<file path="src/rtl/cp0_exception_unit.sv">
// CP0 register file with interrupt/exception control, sitting beside the M stage.
// Optional Count/Compare timer on HWInt[5] is enabled by defining CP0_TIMER_EN.
module cp0_exception_unit #(
    parameter logic [31:0] PRID    = 32'h0000_4B43,
    parameter logic [31:0] SR_INIT = 32'h0000_0000
) (
    input  logic        clk,
    input  logic        reset_n,
    input  logic [4:0]  A1,
    input  logic [4:0]  A2,
    input  logic [31:0] DIn,
    input  logic        We,
    input  logic [31:0] PC,
    input  logic        BD,
    input  logic        ExcValid,
    input  logic [4:0]  ExcCode,
    input  logic [5:0]  HWInt,
    input  logic        EXLClr,
    output logic        IntReq,
    output logic [31:0] EPC,
    output logic [31:0] DOut
);

    localparam logic [4:0] REG_COUNT   = 5'd9;
    localparam logic [4:0] REG_COMPARE = 5'd11;
    localparam logic [4:0] REG_SR      = 5'd12;
    localparam logic [4:0] REG_CAUSE   = 5'd13;
    localparam logic [4:0] REG_EPC     = 5'd14;
    localparam logic [4:0] REG_PRID    = 5'd15;

    logic [5:0]  im_q, im_d;
    logic        exl_q, exl_d;
    logic        ie_q, ie_d;
    logic        bd_q, bd_d;
    logic [5:0]  ip_q, ip_d;
    logic [4:0]  exccode_q, exccode_d;
    logic [31:0] epc_q, epc_d;

    logic [5:0]  hwint_eff;
    logic        int_pend;
    logic        mtc0_wr;
    logic [31:0] epc_target;
    logic [31:0] sr_word;
    logic [31:0] cause_word;

`ifdef CP0_TIMER_EN
    logic [31:0] count_q, count_d;
    logic [31:0] compare_q, compare_d;
    logic        tpend_q, tpend_d;

    assign hwint_eff = {HWInt[5] | tpend_q, HWInt[4:0]};

    // Compare write clears the sticky pending flag even if Count matches this cycle.
    always_comb begin
        count_d   = count_q + 32'd1;
        compare_d = compare_q;
        tpend_d   = tpend_q | (count_q == compare_q);
        if (mtc0_wr && A2 == REG_COUNT) begin
            count_d = DIn;
        end
        if (mtc0_wr && A2 == REG_COMPARE) begin
            compare_d = DIn;
            tpend_d   = 1'b0;
        end
    end

    always_ff @(posedge clk or negedge reset_n) begin
        if (!reset_n) begin
            count_q   <= '0;
            compare_q <= '0;
            tpend_q   <= 1'b0;
        end else begin
            count_q   <= count_d;
            compare_q <= compare_d;
            tpend_q   <= tpend_d;
        end
    end
`else
    assign hwint_eff = HWInt;
`endif

    assign int_pend   = (|(hwint_eff & im_q)) & ie_q & ~exl_q;
    assign IntReq     = int_pend | ExcValid;
    // An instruction squashed by IntReq must not retire its mtc0; eret outranks mtc0.
    assign mtc0_wr    = We & ~IntReq & ~EXLClr;
    assign epc_target = (BD ? (PC - 32'd4) : PC) & ~32'h3;

    assign sr_word    = {16'b0, im_q, 8'b0, exl_q, ie_q};
    assign cause_word = {bd_q, 15'b0, ip_q, 3'b0, exccode_q, 2'b0};
    assign EPC        = epc_q;

    always_comb begin
        im_d      = im_q;
        exl_d     = exl_q;
        ie_d      = ie_q;
        bd_d      = bd_q;
        ip_d      = hwint_eff;
        exccode_d = exccode_q;
        epc_d     = epc_q;
        if (IntReq) begin
            exl_d     = 1'b1;
            exccode_d = int_pend ? 5'd0 : ExcCode;
            if (!exl_q) begin
                bd_d  = BD;
                epc_d = epc_target;
            end
        end else begin
            if (EXLClr) begin
                exl_d = 1'b0;
            end
            if (mtc0_wr) begin
                case (A2)
                    REG_SR: begin
                        im_d  = DIn[15:10];
                        exl_d = DIn[1];
                        ie_d  = DIn[0];
                    end
                    REG_EPC: epc_d = DIn;
                    default: ;
                endcase
            end
        end
    end

    always_ff @(posedge clk or negedge reset_n) begin
        if (!reset_n) begin
            im_q      <= SR_INIT[15:10];
            exl_q     <= SR_INIT[1];
            ie_q      <= SR_INIT[0];
            bd_q      <= 1'b0;
            ip_q      <= '0;
            exccode_q <= '0;
            epc_q     <= '0;
        end else begin
            im_q      <= im_d;
            exl_q     <= exl_d;
            ie_q      <= ie_d;
            bd_q      <= bd_d;
            ip_q      <= ip_d;
            exccode_q <= exccode_d;
            epc_q     <= epc_d;
        end
    end

    always_comb begin
        DOut = '0;
        case (A1)
`ifdef CP0_TIMER_EN
            REG_COUNT:   DOut = count_q;
            REG_COMPARE: DOut = compare_q;
`endif
            REG_SR:      DOut = sr_word;
            REG_CAUSE:   DOut = cause_word;
            REG_EPC:     DOut = epc_q;
            REG_PRID:    DOut = PRID;
            default:     DOut = '0;
        endcase
    end

endmodule
</file>
<file path="config.mk">
export PLATFORM = sky130hd
export DESIGN_NAME = cp0_exception_unit
export DESIGN_NICKNAME = d
export VERILOG_FILES = /design/src/rtl/cp0_exception_unit.sv
export SDC_FILE = /design/constraint.sdc
export NUM_CORES = 1
export LEC_CHECK = 0
export BUFFER_PORTS_ARGS = -buffer_cell sky130_fd_sc_hd__buf_2
export CORE_AREA = 3 3 93 95
export DETAILED_ROUTE_END_ITERATION = 12
export DIE_AREA = 0 0 96 98
export PLACE_DENSITY = 0.74
export SLEW_MARGIN = 25
export SYNTH_ARGS = -nofsm -noshare
export SYNTH_HDL_FRONTEND = slang
export SYNTH_SLANG_ARGS = --single-unit
</file>
<file path="constraint.sdc">
create_clock -name clk -period 2.14 [get_ports clk]
set_clock_uncertainty 0.05 [all_clocks]
set_input_delay 0.428 -clock clk [delete_from_list [all_inputs] [get_ports clk]]
set_output_delay 0.428 -clock clk [all_outputs]
set_load 0.03 [all_outputs]
</file>
* After elaboration in Yosys (flattened, before gate mapping)
Index checks and enable logic that the tools add are counted.
** Word-level totals
- Register bits after elaboration :: 52
- Input bits :: 91
- Output and inout port bits :: 65
- Word-level logic and storage cells :: 41
** Cells by class
- $add $sub $neg :: 1
- Equal/unequal tests :: 7
- Muxes and demuxes :: 11
- Bitwise operators :: 9
- Reductions and logical operators :: 6
** Operators by type and width (number)
- $mux W32 :: 5
- $pmux W32 S4 :: 1
- $sub A32 B3 Y32 const B :: 1
- $eq A5 B4 Y1 const B :: 6
- $and A6 B6 Y6 :: 1
- $reduce_and A3 Y1 :: 2
- $reduce_or A6 Y1 :: 1
- $mux W5 :: 1
- $and A1 B1 Y1 :: 4
- $mux W1 :: 4
- $reduce_bool A2 Y1 :: 2
- $not A1 Y1 :: 3
- $ne A2 B2 Y1 const B :: 1
- $reduce_and A2 Y1 :: 1
- $or A1 B1 Y1 :: 1

* Depth between registers and ports, before layout
- Word-level depth :: 10
- Depth in mapped cells :: 8
- Gate-level depth less buffers :: 7

* Least setup slack after synthesis
No wires, ideal clock.
- Path type :: input -> register
- Start :: input PC[6]
- End :: register epc_q[23] (netlist: EPC[23])
- Setup time :: 0.092 ns
- Arrival time :: 2.206 ns
- Required time :: 1.998 ns
- Setup slack :: -0.208 ns
- Stages :: 6
- Path buffers :: 1
- Cell sequence :: or4b_1 or3_1 clkbuf_2 or4_1 and3_1 o31ai_2
** Between the ends
- Word-level cells in the longest chain between the ends :: 4
** Ends and longest elaborated chain
- start: declaration :: RTL line 13 : input logic [31:0] PC,
- $sub A32 B3 Y32 :: RTL line 86 : assign epc_target = (BD ? (PC - 32'd4) : PC) & ~32'h3;
- $mux W32 :: RTL line 86
- $mux W32 :: RTL line 103 : if (!exl_q) begin
- $mux W32 :: RTL line 100 : if (IntReq) begin
- end signal: assignment :: RTL line 141 : epc_q <= epc_d;
- end: declaration :: RTL line 37 : logic [31:0] epc_q, epc_d;
No other way between the ends. The select of a mux whose other input is x is not followed.
A chain may end at the register's enable or synchronous reset.

* Final worst setup path
- Start :: register im_q[0]
- End :: output IntReq
** Between the ends
- Word-level cells in the longest chain between the ends :: 5
** Ends and longest elaborated chain
- start: declaration :: RTL line 31 : logic [5:0] im_q, im_d;
- start signal: assignment :: RTL line 127 : im_q <= SR_INIT[15:10];
- start signal: assignment :: RTL line 135 : im_q <= im_d;
- $and A6 B6 Y6 :: RTL line 82 : assign int_pend = (|(hwint_eff & im_q)) & ie_q & ~exl_q;
- $reduce_or A6 Y1 :: RTL line 82
- $and A1 B1 Y1 (2 in series) :: RTL line 82
- $or A1 B1 Y1 :: RTL line 83 : assign IntReq = int_pend | ExcValid;
- end: declaration :: RTL line 19 : output logic IntReq,
No other way between the ends.

==> results.py <==
metrics = {
    "global_route": {
        "grt.total_usage": 0.229,
        "grt_pass1_vias": 3537,
        "grt_pass1_wl_mm": 17.1,
        "antenna_found_initial": 1,
        "grt_max_degree": 53,
        "grt_overflow": 0,
    },
    "clock_network": {
        "clk_pin_slew_ns": 0.10,
        "cts_sinks": 52,
        "cts_max_path_buffers": 2,
        "cts-root-buf": "clkbuf_8",
        "cts_buffers": 5,
        "cts_tree": "done",
        "h-tree-depth": 2,
        "clock_latency_ns": 0.31,
    },
    "timing": {
        "min_period_over_period": 0.971,
        "hold_slack_ns": 0.0268,
        "worst_slew_pin_slew_ns": 0.352,
        "relSlewSlack": 0.762,
        "finalHoldViolations": 0,
        "finalSetupViolations": 0,
        "min_period_ns": 2.08,
        "rsz0062_at_grt": "true",
        "finalMaxSlewViolations": 0,
        "fin_ws_ns": 0.0623,
        "maxClockFrequency_mhz": 481,
        "timing.setup.tns_ns": 0,
    },
    "placed_design": {
        "gp_congestion": 0.840,
        "pre_cts_ws_ns": -0.305,
        "numPortBuffers": 153,
        "dpl-instance-area_um2": 4580,
        "dpl.cell_count": 656,
        "dp_hpwl_mm": 8.63,
    },
    "detailed_routing": {
        "wl_per_cell_um": 16.2,
        "firstDrtPassIters": 5,
        "drc": 0,
        "routed_via_density": 5.38,
        "final_antenna_net_count": 0,
        "routed_wl_mm": 10.8,
        "vias": 3603,
        "drt-initial-drc-count": 167,
    },
    "synth": {
        "syn_area_um2": 3250,
        "synth.area.top_cells": "dfrtp_1, nor2_1, mux2i_1",
        "synthesis.nets": 461,
        "seq_area_frac_synth": 0.400,
        "synth-seq-cells": 52,
        "synth_top_area_share": 0.400,
        "yosys_most_used_dff": "dfrtp_1",
        "synthCells": 369,
        "ys_warn_count": 0,
        "synth-edff-count": 0,
        "ys_types": 55,
        "postSynthAreaPerCell_um2": 8.82,
        "async_flop_share": 1.00,
        "synth_area_leader_cell": "dfrtp_1",
    },
    "final_layout": {
        "fill_cells": 694,
        "final_cell_area_um2": 4770,
        "area_growth_pct": 46.4,
        "diodes": 0,
        "layout-drive-gt1-share": 0.465,
        "layout.cells.non_filler": 670,
        "nets": 659,
    },
    "setup_path": {
        "cp_data_arrival_time_ns": 1.60,
        "crit_fanout": 11,
        "worstSetupEndpointType": "output port",
        "crit_path_top_delay_cell": "dfrtp_1",
        "cp_slowest_stage_delay_ns": 0.42,
        "worstSetupPathType": "register to output port",
        "cp.required_ns": 1.66,
        "cp-start-kind": "register",
        "crit_path_cell_trace": "a22oi_2 > a31oi_2 > nor2_2 > clkinv_2 > buf_12 > buf_8",
    },
    "power": {
        "clockPowerShare": 0.212,
        "switching_share": 0.382,
        "cellLeakagePower_nw": 2.33,
        "internal_power_w": 0.00175,
        "ir_worst_vdd_mv": 0.295,
        "combinationalPowerShare": 0.347,
        "p_per_area_nw_per_um2": 594,
        "p_sw_w": 0.00108,
        "seq_power_share": 0.441,
    },
    "die": {
        "start_util": 0.417,
        "io_pins": 156,
        "core_um2": 7810,
        "die_y_um": 98,
        "die_w_um": 96,
        "dieArea_um2": 9410,
        "rows": 32,
    },
    "min_path": {
        "hp-class": "input pin to async pin",
    },
    "job": {
        "drv_cap": 0,
    },
    "run_status": {
        "run_status": "complete, no violations",
    },
}
layout by cell type (no fill, tap or decap), types with 9 or more instances in the layout:
cell,n
mux2i_1,13
buf_4,53
buf_2,152
a22oi_1,10
nor3_1,15
nor2_1,51
o31ai_1,9
a21oi_1,10
o21ai_0,17
dfrtp_1,52
and2_2,10
nand2_1,27
state kept, by name, indices dropped and copies added (netlist names):
register   count
exccode_q      5
exl_q          1
ie_q           1
im_q           6
bd_q           1
ip_q           6
EPC           32
cell type report:
| class | count | area [um2] | area share |
|---|---|---|---|
| Sequential cell | 52 | 1300 | 0.273 |
| Inverter | 6 | 23.8 | 0.00499 |
| Multi-Input combinational cell | 292 | 1960 | 0.412 |
| Timing Repair Buffer | 210 | 1250 | 0.263 |
| Clock inverter | 3 | 26.3 | 0.00551 |
| Tap cell | 102 | 128 | 0.0268 |
| Clock buffer | 5 | 68.8 | 0.0144 |
worst max-delay path: cells and delay by family, from the launching register on:
family,cells,cell delay (ns)
DFF,1,0.42
buffers and inverters,3,0.38
AOI/OAI and AO/OA,2,0.35
and+or+nand+nor,1,0.15
synthesized netlist by cell type (9+ instances only):
cell,n
nor3_1,22
a22oi_1,13
and2_1,18
clkbuf_1,14
nor2_1,53
dfrtp_1,52
mux2i_1,13
or3_1,9
nand2_1,27
a21oi_1,10
o31ai_1,9
o21ai_0,18
metrics by stage:
stage,total power [W],utilization
final,0.00283,0.610
after CTS,0.00284,0.604
after detailed placement,0.00223,0.587
after floorplan,0.00180,-
after global routing,0.00299,0.610
after global placement,0.00221,0.587
metal layers:
layer	vias to the layer above	GRT usage	wire (um)
li1	1744	-	-
met1	1714	0.299	4660
met2	132	0.395	5360
met3	11	0.0431	703
met4	2	0.0394	104
met5	-	0	9
worst paths after layout:
path	startpoint	to	slack [ns]	depth (start not counted)
setup reg to reg	exl_q$_DFF_PN0_	EPC[7]$_DFFE_PN0P_	0.22	8
min in group clk	HWInt[2]	ip_q[2]$_DFF_PN0_	0.19	1
hold / removal	reset_n	EPC[21]$_DFFE_PN0P_	0.03	2
max in group asynchronous	reset_n	EPC[4]$_DFFE_PN0P_	1.75	2
hold reg to reg	EPC[29]$_DFFE_PN0P_	EPC[29]$_DFFE_PN0P_	0.47	2
setup / recovery	im_q[0]$_DFFE_PN0P_	IntReq	0.06	6
power by group through the flow:
stage               clock network, W  registers [W]  logic, W
floorplan                          0        0.00147  0.000332
global placement                   0        0.00126  0.000947
detailed placement                 0        0.00126  0.000966
CTS                         0.000612        0.00125  0.000979
global route                0.000660        0.00127   0.00106
finish                      0.000600        0.00125  0.000982
what timing repair did:
action | in CTS | in global routing
hold buffers | 0 | 0
endpoints found under the hold margin | 0 | 0
gates resized for setup | 8 | 4
buffers inserted | 2 | 4
endpoints found under the setup margin | 1 | 2
pin swaps | 2 | 3
cell families after synthesis:
| group | Yosys count | synth area share |
|---|---|---|
| xor+xnor | 14 | 0.0377 |
| flops | 52 | 0.400 |
| fa+ha+maj | 1 | 0.00384 |
| simple gates | 170 | 0.273 |
| compound gates | 86 | 0.186 |
| mux | 21 | 0.0677 |
| buf+inv | 25 | 0.0319 |
No activity file was read; power rests on OpenSTA's default activity.
